**config.mk**
```make
export PLATFORM = sky130hd
export DESIGN_NAME = div_arbiter
export DESIGN_NICKNAME = d
export VERILOG_FILES = /design/src/rtl/div_arbiter.sv
export SDC_FILE = /design/constraint.sdc
export NUM_CORES = 1
export LEC_CHECK = 0
export CORE_AREA = 2 2 158 160
export CTS_CLUSTER_SIZE = 40
export DETAILED_ROUTE_END_ITERATION = 10
export DIE_AREA = 0 0 160 162
export HOLD_SLACK_MARGIN = 0.12
export PLACE_DENSITY_LB_ADDON = 0.1
export SLEW_MARGIN = 20
export SYNTH_ARGS = -nofsm -noshare
export SYNTH_HDL_FRONTEND = slang
export SYNTH_SLANG_ARGS = --single-unit
```
**constraint.sdc**
```tcl
create_clock -name clock -period 1.7 [get_ports clock]
set_clock_uncertainty 0.2 [all_clocks]
set_input_delay 0.17 -clock clock [delete_from_list [all_inputs] [get_ports clock]]
set_output_delay 0.17 -clock clock [all_outputs]
set_load 0.01 [all_outputs]
```
**src/rtl/div_arbiter.sv**
```systemverilog
// Two-port round-robin front end for a shared multi-cycle divider, with a per-operation timeout abort.
// Optional last-result cache enabled by defining DIV_ARB_CACHE_EN.
module div_arbiter #(
  parameter int WIDTH   = 32,
  parameter int TIMEOUT = 64
) (
  input  logic             clock,
  input  logic             reset_n,
  input  logic             req0_valid,
  output logic             req0_ready,
  input  logic [WIDTH-1:0] req0_a,
  input  logic [WIDTH-1:0] req0_b,
  input  logic             req0_signed_a,
  input  logic             req0_signed_b,
  input  logic             req1_valid,
  output logic             req1_ready,
  input  logic [WIDTH-1:0] req1_a,
  input  logic [WIDTH-1:0] req1_b,
  input  logic             req1_signed_a,
  input  logic             req1_signed_b,
  output logic             resp0_valid,
  output logic [WIDTH-1:0] resp0_quotient,
  output logic [WIDTH-1:0] resp0_remainder,
  output logic             resp0_error,
  output logic             resp1_valid,
  output logic [WIDTH-1:0] resp1_quotient,
  output logic [WIDTH-1:0] resp1_remainder,
  output logic             resp1_error,
  output logic [WIDTH-1:0] div_input_a,
  output logic [WIDTH-1:0] div_input_b,
  output logic             div_signed_a,
  output logic             div_signed_b,
  output logic             div_enable,
  input  logic [WIDTH-1:0] div_quotient,
  input  logic [WIDTH-1:0] div_remainder,
  input  logic             div_data_valid
);

  typedef enum logic [1:0] {IDLE, BUSY, RESP} state_t;

  localparam int CNT_W = (TIMEOUT > 1) ? $clog2(TIMEOUT) : 1;
  localparam logic [CNT_W-1:0] CNT_LAST = CNT_W'(TIMEOUT - 1);

  state_t           state;
  logic             owner;
  logic             last_grant;
  logic [CNT_W-1:0] busy_cnt;
  logic [WIDTH-1:0] op_a, op_b, res_q, res_r;
  logic             op_sa, op_sb, res_err;

  logic             grant, accept, cache_hit;
  logic [WIDTH-1:0] sel_a, sel_b, cache_q, cache_r;
  logic             sel_sa, sel_sb;

  // Round-robin: on contention the port not served last wins.
  always_comb begin
    grant = 1'b0;
    if (req0_valid && req1_valid) grant = ~last_grant;
    else if (req1_valid)          grant = 1'b1;
  end

  assign accept     = (state == IDLE) && (req0_valid || req1_valid);
  assign req0_ready = (state == IDLE) && req0_valid && !grant;
  assign req1_ready = (state == IDLE) && req1_valid && grant;

  assign sel_a  = grant ? req1_a        : req0_a;
  assign sel_b  = grant ? req1_b        : req0_b;
  assign sel_sa = grant ? req1_signed_a : req0_signed_a;
  assign sel_sb = grant ? req1_signed_b : req0_signed_b;

`ifdef DIV_ARB_CACHE_EN
  logic             cache_vld;
  logic [WIDTH-1:0] cache_a, cache_b;
  logic             cache_sa, cache_sb;

  assign cache_hit = cache_vld && (cache_a == sel_a) && (cache_b == sel_b) &&
                     (cache_sa == sel_sa) && (cache_sb == sel_sb);

  // Only divider successes are remembered; timeouts leave the cache untouched.
  always_ff @(posedge clock or negedge reset_n) begin
    if (!reset_n) begin
      cache_vld <= 1'b0;
      cache_a   <= '0;
      cache_b   <= '0;
      cache_sa  <= 1'b0;
      cache_sb  <= 1'b0;
      cache_q   <= '0;
      cache_r   <= '0;
    end else if (state == BUSY && div_data_valid) begin
      cache_vld <= 1'b1;
      cache_a   <= op_a;
      cache_b   <= op_b;
      cache_sa  <= op_sa;
      cache_sb  <= op_sb;
      cache_q   <= div_quotient;
      cache_r   <= div_remainder;
    end
  end
`else
  assign cache_hit = 1'b0;
  assign cache_q   = '0;
  assign cache_r   = '0;
`endif

  always_ff @(posedge clock or negedge reset_n) begin
    if (!reset_n) begin
      state      <= IDLE;
      owner      <= 1'b0;
      last_grant <= 1'b1;
      busy_cnt   <= '0;
      op_a       <= '0;
      op_b       <= '0;
      op_sa      <= 1'b0;
      op_sb      <= 1'b0;
      res_q      <= '0;
      res_r      <= '0;
      res_err    <= 1'b0;
    end else begin
      case (state)
        IDLE: begin
          if (accept) begin
            owner      <= grant;
            last_grant <= grant;
            op_a       <= sel_a;
            op_b       <= sel_b;
            op_sa      <= sel_sa;
            op_sb      <= sel_sb;
            busy_cnt   <= '0;
            if (cache_hit) begin
              res_q   <= cache_q;
              res_r   <= cache_r;
              res_err <= 1'b0;
              state   <= RESP;
            end else begin
              state <= BUSY;
            end
          end
        end
        // A result arriving on the final allowed cycle still counts as success.
        BUSY: begin
          if (div_data_valid) begin
            res_q   <= div_quotient;
            res_r   <= div_remainder;
            res_err <= 1'b0;
            state   <= RESP;
          end else if (busy_cnt == CNT_LAST) begin
            res_q   <= '0;
            res_r   <= '0;
            res_err <= 1'b1;
            state   <= RESP;
          end else begin
            busy_cnt <= busy_cnt + 1'b1;
          end
        end
        RESP: begin
          busy_cnt <= '0;
          state    <= IDLE;
        end
        default: state <= IDLE;
      endcase
    end
  end

  // RESP always leaves the divider disabled for at least one cycle before the next start.
  assign div_enable   = (state == BUSY);
  assign div_input_a  = op_a;
  assign div_input_b  = op_b;
  assign div_signed_a = op_sa;
  assign div_signed_b = op_sb;

  assign resp0_valid     = (state == RESP) && !owner;
  assign resp1_valid     = (state == RESP) && owner;
  assign resp0_quotient  = resp0_valid ? res_q : '0;
  assign resp0_remainder = resp0_valid ? res_r : '0;
  assign resp0_error     = resp0_valid && res_err;
  assign resp1_quotient  = resp1_valid ? res_q : '0;
  assign resp1_remainder = resp1_valid ? res_r : '0;
  assign resp1_error     = resp1_valid && res_err;

endmodule

```
==> flow_summary.json, run 1 <==
{
  "r2r_cells": 7,
  "synth-seq-area-share": 0.520,
  "drtAntennaViolNets": 0,
  "first_pass_iters": 4,
  "cap_violations": 0,
  "netlist_top_cells_count": "140 x dfrtp_1, 132 x and2_1, 71 x nand2_1, 67 x mux2i_1, 64 x a22o_1",
  "clockBufferDepth": 2,
  "avgSynthCellArea_um2": 10.8,
  "p_switching_w": 0.00618,
  "critical_path_class": "register to output pin",
  "p_per_area_nw_per_um2": 1400,
  "synth_top_area_frac": 0.516,
  "peakVddDrop_mv": 0.505,
  "setup_slack_ns": -0.494,
  "ys.flop_type": "dfrtp_1",
  "p_leak_nw": 6.16,
  "post-synth-top-count-cell": "dfrtp_1",
  "fp.dieH_um": 162,
  "tightest_slew_ns": 0.353,
  "yosys.area.top_type": "dfrtp_1",
  "multi_input_area_um2": 3230,
  "routed_wl_mm": 25.4,
  "period_share": 1.29,
  "gr-total-overflow": 0,
  "yosysUniqueCellTypes": 36,
  "cts_inserted_buffers": 17,
  "drive_gt1_frac": 0.320,
  "grt_start_max_net_pins": 52,
  "finalMaxSlewViolations": 0,
  "cp_max_fo": 8,
  "p_seq_frac": 0.334,
  "grt_usage": 0.187,
  "clk-insertion-delay-late_ns": 0.41,
  "io_buffers": 401,
  "crit_arrival_ns": 1.82,
  "regArea_um2": 3530,
  "synth_area_leaders": "dfrtp_1 52%, and2_1 12%, mux2i_1 9.9%",
  "fin_setup_tns_ns": -58.03,
  "max_slew_margin": 0.765,
  "fin_nets": 1294,
  "areaGrowthSynthToFinish_pct": 90.4,
  "reg2reg_setup_slack_ns": -0.11,
  "antenna_found_initial": 0,
  "crit_path_end_kind": "output pin",
  "hold_depth": 2,
  "cts_tree": "yes",
  "io_pins": 402,
  "fmax_mhz": 456,
  "initial_core_util": 0.282,
  "p_int_w": 0.0119,
  "hold_class": "primary input to register",
  "min_from": "div_quotient[12]",
  "via_per_inst": 4.48,
  "dieArea_um2": 25900,
  "drt_iter0_drc": 202,
  "preCtsSetupSlack_ns": -0.386,
  "swShare": 0.342,
  "hold_viol_final": 0,
  "setup_viol": 188,
  "ys_warn_count": 0,
  "die_width_um": 160,
  "first_global_vias": 6341,
  "cp-start-kind": "register",
  "n_fill_cell": 2272,
  "synth_edf_count": 0,
  "rows": 57,
  "status": "finished, violations left",
  "cts_root_buffer": "clkbuf_16",
  "synthArstFlopShare": 1.00,
  "path_clk_slew_ns": 0.06,
  "hpwl_mm": 17.3,
  "critical-path-top-delay-family": "buffers and inverters",
  "reg2reg_to": "res_q[9]",
  "period_needed_ns": 2.19,
  "clkSinkCount": 141,
  "post_drt_wl_per_cell_um": 17.8,
  "gp_congestion": 0.778,
  "synthesis.area_um2": 6790,
  "worstHoldEndpoint": "res_q[12]",
  "drc_errors": 0,
  "slowest_delay_ns": 0.38,
  "r2r_start": "state[0]",
  "core_um2": 24100,
  "via_count": 6393,
  "violations": "negative setup slack",
  "cts.htree.levels": 4,
  "syn_nets": 833,
  "required_ns": 1.33,
  "diodes": 0,
  "postSynthCellCount": 631,
  "critPathBufInv": 5,
  "ys_seq_elements": 141,
  "path_cells": "buf_6 > and3b_2 > buf_12 > buf_12 > buf_16 > and2_4 > buf_6",
  "pwr-share-comb": 0.451,
  "grt_pass1_wl_mm": 37.1,
  "crit_slowest_cell": "dfrtp_1",
  "rsz0062_at_grt": "yes",
  "power_frac_clock": 0.214
}
## layer usage
metal,up-vias,wire length (um),track usage
met3,21,2170,0.0746
li1,3102,-,-
met1,2991,10100,0.213
met4,0,317,0.0455
met2,279,12800,0.329
met5,-,0,0
## placed cells by master (no fill, tap or decap), types with 4 or more instances in the layout
cell type,n
dfrtp_1,140
dlygate4sd2_1,60
buf_6,101
and2_4,81
nor2_4,5
a22o_1,64
o21ai_1,21
mux2i_1,67
buf_12,22
buf_2,52
clkdlybuf4s50_1,205
nand2_1,70
clkinvlp_4,4
buf_16,10
buf_4,31
o21ai_0,45
and2_1,53
clkbuf_16,23
## logic make-up after synthesis
family / share of synthesized area
simple gates: 0.178
compound gates: 0.149
flops: 0.520
mux: 0.0988
buf+inv: 0.0514
xor+xnor: 0.00129
fa+ha+maj: 0.00184
## final cells by class
class	instances	share of cell area
tap	324	0.0314
timing repair buffer	492	0.398
clock inverter	12	0.0127
clock buffer	19	0.0343
multi-input combinational	438	0.250
sequential	141	0.273
inverter	2	0.000581
## sequential cells by signal (all words and copies together), names as in the netlist
name and cells:
res_err 1, state 2, res_q 32, div_input_a 32, div_signed_b 1, div_signed_a 1
last_grant 1, div_input_b 32, busy_cnt 6, res_r 32, owner 1
## timing repair
item,in CTS,in global routing
setup buffers,9,6
endpoints found under the hold margin,141,0
pin swaps,15,57
cloned,11,7
gates resized for setup,616,214
hold buffers,2,0
endpoints found under the setup margin,313,272
## how the worst max path moves through the flow
stage                startpoint                 end  slack [ns]  cells past startpoint
floorplan           busy_cnt[0]         busy_cnt[2]       -0.03                      5
global placement     req1_valid          req1_ready       -0.38                      4
detailed placement   req1_valid          req1_ready       -0.39                      4
CTS                       owner  resp0_quotient[26]       -0.52                      6
global route              owner   resp1_quotient[3]       -0.57                      7
finish                    owner   resp1_quotient[3]       -0.49                      7
## stage by stage
stage	cell area (um^2)	hold WS (ns)	cells	power, W	util
after CTS	12200	0.139	1415	0.0175	0.506
final	12900	0.163	1428	0.0181	0.536
after detailed placement	11600	-0.112	1362	0.0136	0.480
after floorplan	6820	-0.326	631	0.00921	-
after global placement	11600	-0.115	1362	0.0135	0.480
after global routing	12900	0.137	1428	0.0193	0.536
## power by group through the flow
stage          registers, W  clock network (W)  logic [W]
2_1_floorplan       0.00611                  0    0.00310
5_1_grt             0.00624            0.00414    0.00887
3_5_place_dp        0.00602                  0    0.00754
3_3_place_gp        0.00599                  0    0.00752
6_report            0.00604            0.00387    0.00816
4_1_cts             0.00598            0.00398    0.00755
(Power assumes the default switching activity.)
==> run 2, diff against run 1 <==
--- a/config.mk
+++ b/config.mk
@@ -5,10 +5,10 @@
 export SDC_FILE = /design/constraint.sdc
 export NUM_CORES = 1
 export LEC_CHECK = 0
-export CORE_AREA = 2 2 158 160
+export CORE_AREA = 2 2 157 159
 export CTS_CLUSTER_SIZE = 40
 export DETAILED_ROUTE_END_ITERATION = 10
-export DIE_AREA = 0 0 160 162
+export DIE_AREA = 0 0 159 161
 export HOLD_SLACK_MARGIN = 0.12
 export PLACE_DENSITY_LB_ADDON = 0.1
 export SLEW_MARGIN = 20
==> constraint.sdc (replaced) <==
create_clock -name clock -period 2.8 [get_ports clock]
set_clock_uncertainty 0.2 [all_clocks]
set_input_delay 0.28 -clock clock [delete_from_list [all_inputs] [get_ports clock]]
set_output_delay 0.28 -clock clock [all_outputs]
set_load 0.01 [all_outputs]
==> flow_summary.json, run 2 (synthesis results as in run 1) <==
{
  "final_cell_mix": "400 x clkdlybuf4s50_1, 140 x dfrtp_1, 132 x and2_1",
  "io_pins": 402,
  "final_common_cell": "clkdlybuf4s50_1",
  "areaGrowthSynthToFinish_pct": 72.2,
  "clk-insertion-delay-late_ns": 0.42,
  "n_fill_cell": 2295,
  "clockBufferDepth": 2,
  "first_pass_iters": 4,
  "grt_start_max_net_pins": 140,
  "crit_path_end_kind": "output pin",
  "p_per_area_nw_per_um2": 853,
  "cts_tree": "yes",
  "drt_iter0_drc": 301,
  "reg2reg_setup_slack_ns": 0.78,
  "antenna_found_initial": 0,
  "p_leak_nw": 4.98,
  "drtAntennaViolNets": 0,
  "hold_class": "primary input to register",
  "period_share": 0.948,
  "hold_viol_final": 0,
  "min_from": "div_remainder[8]",
  "grt_pass1_wl_mm": 33.8,
  "rows": 57,
  "cp_max_fo": 66,
  "drive_gt1_frac": 0.0516,
  "worstHoldEndpoint": "res_r[8]",
  "r2r_cells": 5,
  "max_slew_margin": 0.456,
  "fp.dieH_um": 161,
  "fmax_mhz": 377,
  "gr-total-overflow": 0,
  "status": "finished, final reports clean",
  "via_per_inst": 4.38,
  "routed_wl_mm": 22.0,
  "tightest_slew_ns": 0.816,
  "reg2reg_to": "busy_cnt[2]",
  "finalMaxSlewViolations": 0,
  "cts.htree.levels": 4,
  "first_global_vias": 6080,
  "power_w": 0.00998,
  "fin_setup_tns_ns": 0,
  "rsz0062_at_grt": "no",
  "dieArea_um2": 25600,
  "die_width_um": 159,
  "fin_nets": 1217,
  "via_count": 5925,
  "diodes": 0,
  "path_clk_slew_ns": 0.07,
  "dpl_cell_area_um2": 11100,
  "setup_viol": 0,
  "post_drt_wl_per_cell_um": 16.3,
  "cts_inserted_buffers": 17,
  "period_needed_ns": 2.65,
  "hpwl_mm": 16.1,
  "hold_depth": 2,
  "r2r_start": "busy_cnt[0]",
  "core_um2": 24000,
  "drc_errors": 0,
  "cp-start-kind": "register",
  "initial_core_util": 0.283,
  "cts_root_buffer": "clkbuf_16",
  "clkSinkCount": 141,
  "grt_usage": 0.169,
  "cap_violations": 0,
  "critical_path_class": "register to output pin",
  "peakVddDrop_mv": 0.585,
  "design_area_um2": 11700,
  "required_ns": 2.32,
  "io_buffers": 401,
  "crit_arrival_ns": 2.17,
  "gp_congestion": 0.762
}
[run 2: cell types whose count changed in the layout (fill, tap and decap cells not counted), sizes merged]
cell and change:
dlygate4sd2 -60, clkbuf -5, bufinv -1, clkdlybuf4s50 +195
and2 -1, buf -205, clkinv +1
[run 2: cell type report]
class	instances	area (um^2)	area share
repair buffers	416	4210	0.360
multi-input cells	437	2950	0.252
well taps	324	405	0.0347
flip-flops and latches	141	3530	0.302
inverters	2	7.51	0.000642
clock inverters	12	139	0.0119
clock buffers	20	457	0.0391
[run 2: how the worst max path moves through the flow]
stage	to	slack, ns	startpoint	cells after the start
global route	resp0_remainder[16]	0.03	state[0]	4
finish	resp0_remainder[16]	0.15	state[0]	4
detailed placement	req0_ready	0.35	req0_valid	5
CTS	resp1_remainder[26]	0.006	state[0]	4
floorplan	busy_cnt[2]	0.96	busy_cnt[0]	5
global placement	req0_ready	0.38	req0_valid	5
[run 2: report_power, final]
| group | switching (W) | internal, W |
|---|---|---|
| clock | 0.000922 | 0.00137 |
| sequential | 0.000638 | 0.00300 |
| combinational | 0.00181 | 0.00224 |
[run 2: layer usage]
layer,GRT usage,vias to the layer above,wire length [um]
li1,-,2938,-
met1,0.192,2711,8960
met2,0.291,254,10700
met3,0.0688,22,2080
met4,0.0521,0,332
met5,0,-,0
[run 2: what timing repair did]
item                                    CTS  global route
setup buffers                             0             1
endpoints found under the hold margin   140             0
hold buffers                              2             0
endpoints found under the setup margin    0            51
resized for setup                         0             1
[run 2: worst max-delay path, stage by stage (launching register included)]
cell	delay, ns
dfrtp_1	0.47
nor3b_4	0.25
buf_12	0.24
and2_1	0.22
clkdlybuf4s50_1	0.55
[run 2: per-stage QoR]
stage	hold WS [ns]	util	worst slack (ns)	instances
after floorplan	-0.216	-	0.957	631
after global routing	0.252	0.488	0.0314	1352
after detailed placement	-0.139	0.462	0.351	1317
after global placement	-0.141	0.462	0.383	1317
final	0.261	0.488	0.147	1352
after CTS	0.239	0.487	0.00582	1351
